## src/rtl/sdram_port_arbiter.sv

```systemverilog
`default_nettype none
// ============================================================================
// Module   : sdram_port_arbiter
// Purpose  : Round-robin arbiter sharing one bank port of the two-bank SDRAM
//            controller among NREQ byte-wide requesters. One access is issued
//            per controller slot (sync strobe, every 8 clocks). Read data is
//            returned on the slot after the read was accepted and is steered
//            back to the requester that issued it.
//
// Parameters:
//   NREQ       - number of requesters (2..8)
//   ADDR_DEPTH - byte address width (controller per-bank address width)
//
// Ports:
//   clk, rst          - clock, synchronous active-high reset
//   sync              - controller slot strobe (command sampled this cycle)
//   rdy               - controller ready; nothing is issued while low
//   req[NREQ]         - per-requester request, held until ack
//   we[NREQ]          - per-requester write (1) / read (0)
//   addr[NREQ*AD]     - packed addresses, requester i at [i*AD +: AD]
//   wdata[NREQ*8]     - packed write bytes, requester i at [i*8 +: 8]
//   ack[NREQ]         - one-hot pulse on the accepting sync cycle
//   rvalid[NREQ]      - one-hot pulse while rdata holds that requester's byte
//   rdata[8]          - shared read byte, held until the next read return
//   port_addr/rd/wr/wdata - command to the controller bank
//   port_rdata[8]     - read data from the controller bank
//
// Configuration macro:
//   SDRAM_ARB_PRIO0_EN - when defined, requester 0 has fixed top priority and
//                        its grants leave the round-robin pointer untouched.
//
// Revision : 1.0 - initial release
// ============================================================================
module sdram_port_arbiter #(
    parameter int NREQ       = 4,
    parameter int ADDR_DEPTH = 23
) (
    input  logic                       clk,
    input  logic                       rst,
    input  logic                       sync,
    input  logic                       rdy,
    input  logic [NREQ-1:0]            req,
    input  logic [NREQ-1:0]            we,
    input  logic [NREQ*ADDR_DEPTH-1:0] addr,
    input  logic [NREQ*8-1:0]          wdata,
    output logic [NREQ-1:0]            ack,
    output logic [NREQ-1:0]            rvalid,
    output logic [7:0]                 rdata,
    output logic [ADDR_DEPTH-1:0]      port_addr,
    output logic                       port_rd,
    output logic                       port_wr,
    output logic [7:0]                 port_wdata,
    input  logic [7:0]                 port_rdata
);

    localparam int                 c_ptr_w = (NREQ > 1) ? $clog2(NREQ) : 1;
    localparam logic [c_ptr_w-1:0] c_last  = c_ptr_w'(NREQ - 1);

    // ------------------------------------------------------------------
    // State
    // ------------------------------------------------------------------
    logic [c_ptr_w-1:0] rr_ptr_q,  rr_ptr_d;
    logic               rd_pend_q, rd_pend_d;
    logic [c_ptr_w-1:0] rd_id_q,   rd_id_d;
    logic [NREQ-1:0]    rv_q,      rv_d;
    logic [7:0]         rdata_q,   rdata_d;

    // ------------------------------------------------------------------
    // Combinational selection
    // ------------------------------------------------------------------
    logic [c_ptr_w-1:0] w_rr_sel;
    logic               w_found;
    logic [c_ptr_w-1:0] w_sel;
    logic [NREQ-1:0]    w_sel_oh;
    logic               w_sel_we;
    logic               w_gnt_v;
    logic               w_grant;

    // (base + off) mod NREQ, valid for base < NREQ and off < NREQ
    function automatic logic [c_ptr_w-1:0] f_wrap(input logic [c_ptr_w-1:0] base,
                                                  input int                 off);
        int s;
        s = int'(base) + off;
        if (s >= NREQ) begin
            s = s - NREQ;
        end
        return c_ptr_w'(s);
    endfunction

    // First requester at or above rr_ptr, wrapping around
    always_comb begin
        w_rr_sel = '0;
        w_found  = 1'b0;
        for (int k = 0; k < NREQ; k++) begin
            if (!w_found && req[f_wrap(rr_ptr_q, k)]) begin
                w_found  = 1'b1;
                w_rr_sel = f_wrap(rr_ptr_q, k);
            end
        end
    end

`ifdef SDRAM_ARB_PRIO0_EN
    // Requester 0 overrides the rotation; when it is idle the scan above
    // naturally rotates among requesters 1..NREQ-1.
    assign w_sel = req[0] ? '0 : w_rr_sel;
`else
    assign w_sel = w_rr_sel;
`endif

    assign w_gnt_v = |req;

    for (genvar gi = 0; gi < NREQ; gi++) begin : g_sel_oh
        assign w_sel_oh[gi] = (w_sel == c_ptr_w'(gi));
    end

    // Payload mux for the selected requester
    always_comb begin
        port_addr  = addr[ADDR_DEPTH-1:0];
        port_wdata = wdata[7:0];
        w_sel_we   = we[0];
        for (int i = 0; i < NREQ; i++) begin
            if (w_sel_oh[i]) begin
                port_addr  = addr[i*ADDR_DEPTH +: ADDR_DEPTH];
                port_wdata = wdata[i*8 +: 8];
                w_sel_we   = we[i];
            end
        end
    end

    // Strobes are masked during reset so the controller never sees a
    // command while the arbiter state is being cleared.
    assign w_grant = sync & rdy & w_gnt_v & ~rst;
    assign port_wr = ~rst & w_gnt_v & rdy &  w_sel_we;
    assign port_rd = ~rst & w_gnt_v & rdy & ~w_sel_we;
    assign ack     = w_grant ? w_sel_oh : '0;

    // ------------------------------------------------------------------
    // Next-state logic
    // ------------------------------------------------------------------
    always_comb begin
        rr_ptr_d  = rr_ptr_q;
        rd_pend_d = rd_pend_q;
        rd_id_d   = rd_id_q;
        rv_d      = '0;
        rdata_d   = rdata_q;

        // Return the byte of the read accepted one slot earlier
        if (sync && rd_pend_q) begin
            rdata_d   = port_rdata;
            rd_pend_d = 1'b0;
            for (int i = 0; i < NREQ; i++) begin
                rv_d[i] = (rd_id_q == c_ptr_w'(i));
            end
        end

        // A read granted on the return slot re-arms the pending flag
        if (w_grant) begin
`ifdef SDRAM_ARB_PRIO0_EN
            if (w_sel != '0) begin
                rr_ptr_d = (w_sel == c_last) ? '0 : w_sel + 1'b1;
            end
`else
            rr_ptr_d = (w_sel == c_last) ? '0 : w_sel + 1'b1;
`endif
            if (!w_sel_we) begin
                rd_pend_d = 1'b1;
                rd_id_d   = w_sel;
            end
        end
    end

    // ------------------------------------------------------------------
    // Registers
    // ------------------------------------------------------------------
    always_ff @(posedge clk) begin
        if (rst) begin
            rr_ptr_q  <= '0;
            rd_pend_q <= 1'b0;
            rd_id_q   <= '0;
            rv_q      <= '0;
            rdata_q   <= '0;
        end else begin
            rr_ptr_q  <= rr_ptr_d;
            rd_pend_q <= rd_pend_d;
            rd_id_q   <= rd_id_d;
            rv_q      <= rv_d;
            rdata_q   <= rdata_d;
        end
    end

    assign rvalid = rv_q;
    assign rdata  = rdata_q;

endmodule
`default_nettype wire
```

## config.mk

```make
export PLATFORM = sky130hd
export DESIGN_NAME = sdram_port_arbiter
export DESIGN_NICKNAME = d
export VERILOG_FILES = /design/src/rtl/sdram_port_arbiter.sv
export SDC_FILE = /design/constraint.sdc
export NUM_CORES = 1
export LEC_CHECK = 0
export BUFFER_PORTS_ARGS = -buffer_cell sky130_fd_sc_hd__buf_4
export CAP_MARGIN = 20
export CORE_MARGIN = 2
export CORE_UTILIZATION = 32
export DETAILED_ROUTE_END_ITERATION = 7
export GPL_ROUTABILITY_DRIVEN = 0
export PLACE_DENSITY = 0.85
export SYNTH_ARGS = -nofsm -noshare
export SYNTH_HDL_FRONTEND = slang
export SYNTH_SLANG_ARGS = --single-unit
```

## constraint.sdc

```tcl
create_clock -name clk -period 2.5 [get_ports clk]
set_input_delay 0.5 -clock clk [delete_from_list [all_inputs] [get_ports clk]]
set_output_delay 0.5 -clock clk [all_outputs]
set_load 0.02 [all_outputs]
```

==> results of run 1 <==
-- cell type report --
| class | instances | area [um2] | area share |
|---|---|---|---|
| clock buffer | 4 | 45.04 | 0.01124 |
| sequential | 17 | 344.1 | 0.08583 |
| tap | 72 | 90.09 | 0.02247 |
| timing repair buffer | 216 | 1886 | 0.4704 |
| multi-input combinational | 227 | 1620 | 0.4042 |
| inverter | 5 | 23.77 | 0.005930 |
-- cells by family after synthesis --
family / count (synthesis) / synth area share
multiplexers: 34 / 0.1934
AO/OA/AOI/OAI: 82 / 0.2453
AND/OR/NAND/NOR: 107 / 0.2740
flip-flops: 17 / 0.1906
adder cells (fa/ha/maj): 4 / 0.02803
buffers and inverters: 28 / 0.06867
-- final timing paths --
path                 to        start  depth (start not counted)
min            rdata[6]     rdata[6]                          2
min reg2reg    rdata[6]     rdata[6]                          2
max reg2reg  rd_id_q[0]  rr_ptr_q[1]                         11
max             port_rd  rr_ptr_q[1]                         10
-- repair_timing --
item,CTS,global route
resized for setup,43,28
setup endpoints to repair,36,39
pin swaps,3,2
hold endpoints to repair,0,0
setup buffers,4,2
cloned,2,1
-- report_power, final --
part | total, uW | leakage, uW | internal (uW) | switching [uW]
clock | 197 | 0.0000228 | 113 | 84.2
combinational | 1180 | 0.00168 | 623 | 554
sequential | 284 | 0.000138 | 277 | 6.52
-- through the flow --
stage,area (um2),util
floorplan,1956,-
global placement,3570,0.6563
detailed placement,3570,0.6563
CTS,3865,0.7106
global route,4009,0.7371
finish,4009,0.7371
-- sequential cells by signal, indices dropped and copies added (netlist names) --
| signal | cells |
|---|---|
| rdata | 8 |
| rvalid | 4 |
| rd_id_q | 2 |
| rd_pend_q | 1 |
| rr_ptr_q | 2 |
-- synthesized netlist by cell type, drive strengths merged --
master   n  area (um2)
nand2   45       168.9
a21oi   44       220.2
nor2    35       131.4
mux2i   33       330.3
o21ai   33       165.2
dfxtp   17       340.3
clkbuf  15       56.30
nand3    9       50.05
buf      8       47.54
inv      5       18.77
nand2b   5       31.28
ha       4       50.05
nor4     4       40.04
and2     3       18.77
and3     2       12.51
nor3     2       21.27
a21o     1       7.510
a311o    1       10.01
mux2     1       15.01
o211ai   1       21.27
o21a     1       7.510
o22ai    1       6.260
or3      1       6.260
or3b     1       8.760
-- worst max-delay path, cell delays in order (launching register included) --
cell	delay, ns
dfxtp_4	0.37
mux2i_1	0.18
nor2_1	0.07
or3_4	0.39
inv_4	0.08
ha_4	0.23
mux2_4	0.33
o211ai_4	0.19
nand2_2	0.10
nor2_4	0.09
buf_6	0.12
-- per-layer routing --
| metal | vias up | share of wire | GRT usage | wire length (um) |
|---|---|---|---|---|
| met5 | - | 0 | 0 | 0 |
| met4 | 0 | 0.018 | 0.05965 | 142 |
| li1 | 1348 | - | - | - |
| met3 | 14 | 0.069 | 0.04205 | 548 |
| met2 | 116 | 0.56 | 0.4607 | 4484 |
| met1 | 1249 | 0.35 | 0.2610 | 2809 |
==> results.md, run 1 <==
- Final cell count without fillers: ~540
- WL final: 7984 um
- Critical path launch point type: flip-flop
- Core footprint: between 0.005 and 0.006 mm2
- Critical path required time: about 2.0 ns
- PortBufs: roughly 190
- Failing checks: setup timing
- Clock latency on the worst-skew pair: around 0.24 ns
- WL/cell: between 10 and 15 um
- Final ANT Viol Nets: 0
- PD cells: ~410 mW/mm2
- Die width: 78.70 um
- CP Class: reg2out
- WHS: 0.4548 ns
- Mapped cell area: 0.001785 mm2
- Post-CTS Hold Buffers: 0
- Run status: finished, violations left
- I/O pins: roughly 190
- Setup_tns: -11.37 ns
- Vias post-DR: about 2,700
- Layout cells sized above 1: 0.6247
- DRC viols: 0
- Vias in the first global route: roughly 2,700
- Tcrit/Tclk final: 1.162
- Synthesized flop and latch total: 17
- Fmax: 0.3444 GHz
- Synth unique cells: 31
- # rows: 27
- Initial antenna violation count: 0
- CTS Root Buffer Type: clkbuf_8
- Gr usage total: 0.2364
- Worst path arrival time: ~2.4 ns
- Number of vias per cell: around 5.0
- Count of final max-slew check failures: 0
- Sink Count: 17
- Pre-antenna DRT Iters: 4
- Final-report setup violation count: 37
- Reg2reg setup slack: -0.01 ns
- Worst Slack Setup Final: -0.4039 ns
- Die ar.: 0.006193 mm2
- Worst setup EP type: output pin
- Syn nets: 420
- Count of final hold-check violations: 0
- Tot Pwr: around 1700 uW
- Peak supply drop: between 0.2 and 0.3 mV
- Unrepaired setup endpoints after global routing: yes
- Clk_skew: ~0.0014 ns
- GRT overflow: 0
- Worst-Margin Slew: around 0.4 ns
- First DRT Iteration DRCs: a little under 90
- Layout Nets: between 600 and 700
- Average size of a mapped cell: 6.564 um2
- Leakage: 0.001838 uW
- Htree depth: 1
- Fillers: roughly 390
- Max-Cap Viols: 0
- Synth Warn #: 0
- Dpl ws: -0.3309 ns
- Sequential-to-total area share from yosys stat: 0.1906
- Largest net degree at the start of global routing: 35
- Antenna Cells: 0
- Max-slew headroom: 0.7271
- Placed instance count: approximately 530
- Crit path max fanout: 6
- CTS Buf Count: 3
- First-pass GRT wire length: ~12,000 um
- Most common cell after layout, fill and taps aside: buf_4
- Initial Utilization: 0.3283
- Area Growth Syn to Fin: 124.5%
- Most frequent cells in the layout: 172 x buf_4, 44 x nand2_1, 35 x buf_6, 34 x nor2_1, 31 x o21ai_2
- CTS tree: built
- Post-detail-place hpwl: 5882 um
- Clock Pin Slew Worst Setup and Hold Paths: roughly 0.060 ns
- Die height: approximately 79 um
- Hold crit path type: reg2reg
- Crit path time final: a little under 3 ns
- Mapped Cells: around 270
- Maximum buffer depth of the clock tree: 2
No activity file was read; power rests on OpenSTA's default activity.
==> inputs of run 2 (changes only) <==
- BUFFER_PORTS_ARGS: -buffer_cell sky130_fd_sc_hd__buf_4 -> unset
- CORE_AREA: unset -> 2 2 76 78
- CORE_MARGIN: 2 -> unset
- CORE_UTILIZATION: 32 -> unset
- DIE_AREA: unset -> 0 0 78 80
- DONT_BUFFER_PORTS: unset -> 1
- HOLD_SLACK_MARGIN: unset -> 0.08
- PLACE_DENSITY: 0.85 -> 0.56
==> results.md, run 2 (synthesis gave the netlist of run 1 again) <==
- Clock Pin Slew Worst Setup and Hold Paths: 0.06 ns (about the same)
- Htree depth: 1 (unchanged)
- Peak supply drop: 0.3220 mV (+23%)
- GR Layer Usage met2: 0.3233 (-0.1374)
- Clock latency on the worst-skew pair: 0.25 ns (about the same)
- CTS tree: built
- Layout Nets: 429 (-31%)
- DRC viols: 0 (unchanged)
- Gr usage total: 0.1780 (-0.05840)
- Final-report setup violation count: 34 (-8.1%)
- Most frequent cells in the layout: 44 x nand2_1, 33 x nor2_1, 32 x mux2i_1, 27 x a21oi_1, 26 x o21ai_2
- Max-Cap Viols: 0 (unchanged)
- Maximum buffer depth of the clock tree: 2 (unchanged)
- Number of vias per cell: 5.636 (+12%)
- Dpl ws: -0.1463 ns (+0.1846 ns)
- Final ANT Viol Nets: 0 (unchanged)
- Worst path cell trace: mux2i_1 -> nor2_1 -> or3_4 -> inv_4 -> ha_4 -> mux2_4 -> o211ai_4 -> nand2_2 -> nor2_4
- Die width: 78 um (-0.88%)
- Pre-antenna DRT Iters: 5 (+1)
- WL/cell: 17.29 um (+17%)
- Reg2reg setup slack: 0.13 ns (+0.14 ns)
- Die ar.: 0.006240 mm2 (+0.76%)
- Critical path's slowest cell: or3_4
- Crit path time final: 2.781 ns (-0.1234 ns)
- Initial Utilization: 0.3303 (+0.002052)
- Layout cells sized above 1: 0.3536 (-0.2712)
- Die height: 80 um (+1.7%)
- Global route hottest layer: met2
- Max incr delay on CP: 0.38 ns (about the same)
- Met3 usage: 0.01697 (-0.02508)
- Worst-Margin Slew: 0.3942 ns (-0.01387 ns)
- Unrepaired setup endpoints after global routing: yes
- PD cells: 507.3 mW/mm2 (+23%)
- Post-CTS Hold Buffers: 0 (unchanged)
- Clk_skew: 0.0006643 ns (-0.0007692 ns)
- Final cell count without fillers: 352 (-35%)
- CTS Root Buffer Type: clkbuf_8
- Post-detail-place hpwl: 4575 um (-22%)
- Tcrit/Tclk final: 1.112 (-0.04935)
- Critical path required time: 2.00 ns (about the same)
- Fmax: 0.3596 GHz (+4.4%)
- Area Growth Syn to Fin: 36.86%
- Worst Slack Setup Final: -0.2806 ns (+0.1234 ns)
- First-pass GRT wire length: 8866 um (-26%)
- Failing checks: setup timing
- Initial antenna violation count: 0 (unchanged)
- Most common cell after layout, fill and taps aside: nand2_1
- CP Class: reg2out
- CTS Buf Count: 3 (unchanged)
- Placed instance count: 344 (-35%)
- Crit-path leading delay family: simple AND/OR/NAND/NOR gates
- GRT overflow: 0 (unchanged)
- I/O pins: 193 (unchanged)
- Core footprint: 0.005405 mm2 (-0.62%)
- Antenna Cells: 0 (unchanged)
- Sink Count: 17 (unchanged)
- Vias in the first global route: 1,804 (-33%)
- Setup_tns: -7.277 ns (+4.089 ns)
- Worst path arrival time: 2.28 ns (-0.12 ns)
- Run status: finished, violations left
- Routing usage on met1: 0.2186 (-0.04236)
- Crit path max fanout: 6 (unchanged)
- WHS: 0.3109 ns (-0.1439 ns)
- Hold crit path type: in2reg
- First DRT Iteration DRCs: 110 (+26%)
- Max-slew headroom: 0.7352 (+0.008156)
- Vias post-DR: 1,984 (-27%)
- Worst setup EP type: output pin
- WL final: 6086 um (-24%)
- Leakage: 0.0008736 uW (-52%)
- Critical path launch point type: flip-flop
- PortBufs: 0 (-100%)
- Count of final hold-check violations: 0 (unchanged)
- Largest net degree at the start of global routing: 23 (-34%)
- Largest register FFs: 8 (unchanged)
- Count of final max-slew check failures: 0 (unchanged)
- Critical path buffer and inverter count: 1 (-1)
- # rows: 27 (unchanged)
run 2: cell count changes in the layout (fill, tap and decap cells not counted), moves of 2 or more:
cell	before	now
a21oi_1	25	27
a21oi_2	19	17
buf_4	172	15
buf_6	35	3
mux2i_1	28	32
mux2i_2	5	1
o21ai_2	31	26
o21ai_4	0	4
run 2: where the power goes:
| part | switching (uW) | internal [uW] | total (uW) |
|---|---|---|---|
| logic | 449 | 305 | 753 |
| registers | 8.10 | 278 | 286 |
| clock network | 89.9 | 111 | 200 |
| total | 547 | 693 | 1240 |
run 2: what timing repair did:
action,in CTS,in global routing
cloned,3,0
setup buffers,2,1
endpoints found under the setup margin,35,36
pin swaps,8,5
resized for setup,21,18
run 2: final cells by class:
class	count	area (um2)
Fill cell	557	2962
Inverter	5	23.77
Clock buffer	3	41.29
Sequential cell	17	341.6
Tap cell	72	90.09
Clock inverter	1	5.005
Timing Repair Buffer	27	329.1
Multi-Input combinational cell	227	1613
run 2: metal layers:
metal | vias up | part of all wire
li1 | 961 | -
met1 | 907 | 0.38
met2 | 108 | 0.53
met3 | 8 | 0.073
met4 | 0 | 0.018
met5 | - | 0
run 2: worst paths after layout:
kind,from,to,cells past startpoint
hold reg to reg,rd_id_q[0],rvalid[0],1
setup / recovery,rr_ptr_q[1],port_rd,9
hold / removal,rst,rd_pend_q,1
setup reg to reg,rr_ptr_q[1],rd_id_q[1],11
run 2: stage by stage:
stage	utilization	power, uW	area [um2]
after floorplan	-	816.6	1956
after global placement	0.4025	937.2	2176
after detailed placement	0.4025	944.4	2176
after CTS	0.4461	1243	2411
after global routing	0.4521	1311	2444
final	0.4521	1240	2444
